--- config.mk ---
export PLATFORM = sky130hd
export DESIGN_NAME = mem_controller
export DESIGN_NICKNAME = d
export VERILOG_FILES = /design/src/rtl/mem_controller.sv
export SDC_FILE = /design/constraint.sdc
export NUM_CORES = 2
export LEC_CHECK = 0
export CAP_MARGIN = 25
export CORE_ASPECT_RATIO = 0.5
export CORE_UTILIZATION = 45
export DETAILED_ROUTE_END_ITERATION = 12
export PLACE_DENSITY = 0.58
export SYNTH_ARGS = -nofsm -noshare
export SYNTH_HDL_FRONTEND = slang
export SYNTH_SLANG_ARGS = --single-unit
--- constraint.sdc ---
create_clock -name mc_clk -period 8.2 [get_ports mc_clk]
set_input_delay 1.64 -clock mc_clk [delete_from_list [all_inputs] [get_ports mc_clk]]
set_output_delay 1.64 -clock mc_clk [all_outputs]
set_load 0.02 [all_outputs]
--- src/rtl/mem_controller.sv ---
// Buffers a contiguous block of DMA words from core_control, then streams the
// block to the processing unit over a valid/ready handshake.
module mem_controller #(
  parameter int DATA_W = 32,
  parameter int ADDR_W = 6,
  parameter int DEPTH  = 64
) (
  input  logic              mc_clk,
  input  logic              mc_reset,
  input  logic [ADDR_W-1:0] mc_data_address_in,
  input  logic              mc_we,
  input  logic [DATA_W-1:0] mc_data_in,
  input  logic              mc_valid_in,
  input  logic              mc_last_data,
  input  logic              mc_out_ready,
  input  logic              procc_done,
  input  logic              mc_clear,
  output logic [DATA_W-1:0] mc_data_out,
  output logic              mc_out_valid,
  output logic              mc_cont_procc,
  output logic              mc_data_done,
  output logic              mc_err,
  output logic [ADDR_W:0]   mc_word_count
);

  typedef enum logic [2:0] {
    S_IDLE,
    S_FILL,
    S_STREAM,
    S_WAIT_PROCC,
    S_DONE,
    S_ERR
  } state_t;

  localparam logic [ADDR_W:0] FULL_COUNT = (ADDR_W+1)'(DEPTH);

  state_t            state, state_next;
  logic [DATA_W-1:0] mem [DEPTH];
  logic [ADDR_W-1:0] start_addr;
  logic [ADDR_W-1:0] rd_ptr;
  logic [ADDR_W-1:0] expected_addr;
  logic [ADDR_W:0]   count;
  logic [ADDR_W:0]   remaining;
  logic              wr_event;
  logic              mem_we;
  logic              fill_ok;
  logic              load;
  logic              unload;

  assign wr_event      = mc_we && mc_valid_in;
  assign expected_addr = start_addr + count[ADDR_W-1:0];
  assign fill_ok       = (mc_data_address_in == expected_addr) && (count != FULL_COUNT);
  assign load          = (state == S_STREAM) && !wr_event && (remaining != '0)
                         && (!mc_out_valid || mc_out_ready);
  assign unload        = (state == S_STREAM) && mc_out_valid && mc_out_ready
                         && (remaining == '0);

  assign mc_cont_procc = (state == S_STREAM) || (state == S_WAIT_PROCC);
  assign mc_data_done  = (state == S_DONE);
  assign mc_err        = (state == S_ERR);
  assign mc_word_count = count;

  always_comb begin
    state_next = state;
    mem_we     = 1'b0;
    case (state)
      S_IDLE: begin
        if (wr_event) begin
          mem_we     = 1'b1;
          state_next = mc_last_data ? S_STREAM : S_FILL;
        end
      end
      S_FILL: begin
        if (wr_event) begin
          if (!fill_ok) begin
            state_next = S_ERR;
          end else begin
            mem_we = 1'b1;
            if (mc_last_data) state_next = S_STREAM;
          end
        end
      end
      S_STREAM: begin
        if (wr_event)    state_next = S_ERR;
        else if (unload) state_next = S_WAIT_PROCC;
      end
      S_WAIT_PROCC: begin
        if (wr_event)        state_next = S_ERR;
        else if (procc_done) state_next = S_DONE;
      end
      S_DONE:  state_next = S_IDLE;
      S_ERR:   if (mc_clear) state_next = S_IDLE;
      default: state_next = S_IDLE;
    endcase
  end

  // Buffer storage is deliberately left out of reset.
  always_ff @(posedge mc_clk) begin
    if (mem_we) mem[mc_data_address_in] <= mc_data_in;
  end

  always_ff @(posedge mc_clk or negedge mc_reset) begin
    if (!mc_reset) begin
      state        <= S_IDLE;
      start_addr   <= '0;
      rd_ptr       <= '0;
      count        <= '0;
      remaining    <= '0;
      mc_data_out  <= '0;
      mc_out_valid <= 1'b0;
    end else begin
      state <= state_next;
      case (state)
        S_IDLE: begin
          if (wr_event) begin
            start_addr <= mc_data_address_in;
            rd_ptr     <= mc_data_address_in;
            count      <= (ADDR_W+1)'(1);
            remaining  <= (ADDR_W+1)'(1);
          end
        end
        S_FILL: begin
          // rd_ptr/remaining track the block so they are ready on STREAM entry.
          if (wr_event && fill_ok) begin
            count     <= count + (ADDR_W+1)'(1);
            remaining <= count + (ADDR_W+1)'(1);
            rd_ptr    <= start_addr;
          end
        end
        S_STREAM: begin
          if (load) begin
            mc_data_out  <= mem[rd_ptr];
            mc_out_valid <= 1'b1;
            rd_ptr       <= rd_ptr + 1'b1;
            remaining    <= remaining - (ADDR_W+1)'(1);
          end else if (unload) begin
            mc_out_valid <= 1'b0;
          end
        end
        S_DONE: count <= '0;
        S_ERR: begin
          mc_out_valid <= 1'b0;
          if (mc_clear) count <= '0;
        end
        default: ;
      endcase
      if (state_next == S_ERR) mc_out_valid <= 1'b0;
    end
  end

endmodule

==> flow_metrics.env <==
export IMPL_status="complete, no violations"
export IMPL_async_flop_share_pct=2.938
export IMPL_ctsResizeCount=0
export IMPL_worst_pin_slew_ps=1076
export IMPL_syn_avg_cell_area_um2=22.20
export IMPL_hold_ws_ps=522.4
export IMPL_hold_path_end="mc_data_out[28]$_DFFE_PN0P_"
export IMPL_grt_pass1_wl_um=303400
export IMPL_drt_iter0_drc=5414
export IMPL_timing_rr_end="mc_data_out[30]$_DFFE_PN0P_"
export IMPL_drv_cap=0
export IMPL_final_hold_violation_count=0
export IMPL_crit_path_max_fanout=32
export IMPL_vias=39260
export IMPL_p_per_area_mw_per_mm2=313.5
export IMPL_min_path_cells=2
export IMPL_clock_sinks=2110
export IMPL_syn_inst=3644
export IMPL_peakVddDrop_uv=326.3
export IMPL_routed_via_density=6.168
export IMPL_cts_clk_slew_worst_paths_ps=70
export IMPL_synth_ff_type="edfxtp_1"
export IMPL_synth_seq_cells=2110
export IMPL_fmax_ghz=0.1996
export IMPL_cp_num_buf_inv=2
export IMPL_drc_errors=0
export IMPL_relSlewSlack_pct=28.04
export IMPL_nNetsFinal=3881
export IMPL_synth_xor_area_share_pct=0.1578
export IMPL_start_kind="input port"
export IMPL_drv_slew=0
export IMPL_track_usage_pct=23.93
export IMPL_critPathRequiredTime_ps=8600
export IMPL_power_w=0.02874
export IMPL_leakage_nw=28.59
export IMPL_initial_core_util_pct=45.55
export IMPL_grt_pass1_vias=38820
export IMPL_synth_edf_count=2048
export IMPL_synthesis_area_mm2=0.08089
export IMPL_setup_viol=0
export IMPL_setup_ws_ps=3190
export IMPL_synth_warnings=0
export IMPL_synthAdderAreaFrac_pct=0.1640
export IMPL_drt_wl_total_um=216900
export IMPL_synth_top_cell_area_share_pct=76.03
export IMPL_synth_top_family_by_area="multiplexers"
export IMPL_finalClockSkew_ps=62.47
export IMPL_hold_buffers=0
export IMPL_gp_congestion=0.8695
export IMPL_wl_per_cell_um=34.07
export IMPL_clk_path_buf_depth=4
export IMPL_critPathKind="in2reg"
export IMPL_io_pins=89
export IMPL_min_period_over_period_pct=61.10
export IMPL_hp_class="reg2reg"
export IMPL_ant_nets=0
export IMPL_die_h_um=301.8
export IMPL_rsz0062_at_grt="false"
export IMPL_min_period_ps=5010
export IMPL_cts_root_buffer="clkbuf_16"
export IMPL_rows=109
export IMPL_grt_overflow_total=0
export IMPL_coreArea_mm2=0.1776
export IMPL_synth_mux_area_share_pct=15.21
export IMPL_numCtsBuffers=190
export IMPL_dpl_hpwl_um=125800
export IMPL_crit_chain="clkdlybuf4s50_1 -> xnor3_1 -> o2111a_2 -> o2111ai_2 -> a211oi_4 -> o2111ai_4 -> buf_4 -> nor2_4"
export IMPL_cp_top_family="buffers and inverters"
export IMPL_io_buffers=88
export IMPL_yosysTopAreaCell="edfxtp_1"
export IMPL_synth_compound_area_share_pct=3.688
export IMPL_postCtsSetupBuffers=0
export IMPL_dr_pass1_iters=6
export IMPL_worstHoldStart="mc_data_out[28]$_DFFE_PN0P_"
export IMPL_die_area_mm2=0.1816
export IMPL_yosys_area_share_simple_pct=1.621
export IMPL_worstSkewPairLatency_ps=830
export IMPL_ys_seq_area_share_pct=77.95
export IMPL_dpl_instance_area_mm2=0.08551
export IMPL_drive_above_1_share_pct=25.63
export IMPL_ff2ff_setup_slack_ps=3830
export IMPL_dpl_worst_slack_ps=2333
export IMPL_max_stage_delay_ps=1160
export IMPL_critPathCaptureType="flop"
export IMPL_fin_area_mm2=0.09168
export IMPL_yosys_top_cells_area="edfxtp_1 76%, mux4_2 14%, dfrtp_1 1.9%"
export IMPL_grt_max_degree=107
export IMPL_worst_path_stages=8
export IMPL_cp_slowest_cell="clkdlybuf4s50_1"
export IMPL_antenna_found_initial=8
export IMPL_reg2reg_depth=7
export IMPL_cp_arrival_ps=5410
export IMPL_synth_fp_nets=3700
export IMPL_syn_to_final_growth_pct=13.35
export IMPL_cts_max_level=4
export IMPL_cts_tree="built"
export IMPL_fp_dieW_um=601.6
export IMPL_ys_types=76
export IMPL_r2r_start="rd_ptr[0]$_DFFE_PN0P_"
export IMPL_fin_tns_setup_ps=0
-- area by class of cell --
cell class / instances / area, um^2
flip-flops and latches: 2110 / 63070
clock inverters: 117 / 962.2
repair buffers: 203 / 2297
diodes: 7 / 17.52
well taps: 2386 / 2985
clock buffers: 222 / 4938
multi-input cells: 1310 / 17380
fillers: 13770 / 85880
inverters: 10 / 37.54
-- report_power, final --
part | internal [W] | switching, W
clock | 0.00478 | 0.00390
combinational | 0.00294 | 0.00476
sequential | 0.0120 | 0.000388
-- tightest hold or removal path: stages (launching register included) --
cell and delay (ps):
dfrtp_1 370, nand2_1 50, o21ai_0 60
-- sequential cells by signal, summed over array words and instances, names as in the netlist --
| name | flops |
|---|---|
| state | 3 |
| rd_ptr | 6 |
| mc_word_count | 7 |
| mc_out_valid | 1 |
| mem | 2048 |
| start_addr | 6 |
| mc_data_out | 32 |
| remaining | 7 |
-- synthesized netlist by cell type, drive strengths merged, types with 3 or more instances --
master,n
edfxtp,2048
mux4,507
a21oi,136
a22oi,123
buf,114
clkbuf,100
mux2i,78
nor2,71
nand2,65
dfrtp,62
o221ai,59
nand3,46
o22ai,35
nor3,25
o211ai,13
o21ai,13
nor4,11
inv,10
ha,9
mux2,9
xnor2,9
nor2b,8
or3b,8
a211oi,6
nand2b,6
nand3b,6
or3,6
a21o,5
and2,5
a211o,4
a221oi,4
and3,3
xor2,3
-- logic make-up after synthesis --
family | after synthesis
buf+inv | 224
flops | 2110
fa+ha+maj | 10
compound gates | 426
xor+xnor | 13
simple gates | 267
mux | 594
-- worst max-delay path by stage --
stage | from | endpoint | slack, ps
after CTS | mc_data_address_in[2] | mem[30][7]$_DFFE_PP_ | 3170
after detailed placement | mc_data_address_in[2] | mem[38][17]$_DFFE_PP_ | 2330
after floorplan | mc_data_address_in[2] | mem[33][0]$_DFFE_PP_ | 1590
final | mc_data_address_in[2] | mem[22][20]$_DFFE_PP_ | 3190
after global placement | mc_data_address_in[2] | mem[45][25]$_DFFE_PP_ | 2360
after global routing | mc_data_address_in[2] | mem[22][27]$_DFFE_PP_ | 3010
-- stage by stage --
step	instances	util [%]
3_5_place_dp	6007	48.16
5_1_grt	6358	51.62
6_report	6365	51.63
4_1_cts	6346	51.48
3_3_place_gp	5984	47.84
2_1_floorplan	3644	-
-- layer usage --
metal  share of wire [%]  GRT usage (%)
met4                 2.9          6.402
met2                  46          36.60
met3                 9.5          4.676
met5              0.0060              0
met1                  42          35.55
-- layout by cell type, fill, tap and decap left out, drive strengths merged, types with 3 or more instances in the layout --
cell type,synthesis,final
edfxtp,2048,2048
mux4,507,507
clkbuf,100,222
buf,114,148
a21oi,136,136
a22oi,123,123
clkinv,0,95
mux2i,78,78
nor2,71,71
nand2,65,65
dfrtp,62,62
o221ai,59,59
clkdlybuf4s50,0,55
nand3,46,46
o22ai,35,35
nor3,25,25
bufinv,0,15
o211ai,13,13
o21ai,13,13
inv,10,13
nor4,11,11
xnor2,9,9
mux2,9,9
ha,9,9
nor2b,8,8
or3b,8,8
diode,0,7
nand3b,6,6
nand2b,6,6
a211oi,6,6
or3,6,6
a21o,5,5
and2,5,5
a221oi,4,4
a211o,4,4
clkinvlp,0,4
and3,3,3
xor2,3,3
No activity file was read; power rests on OpenSTA's default activity.
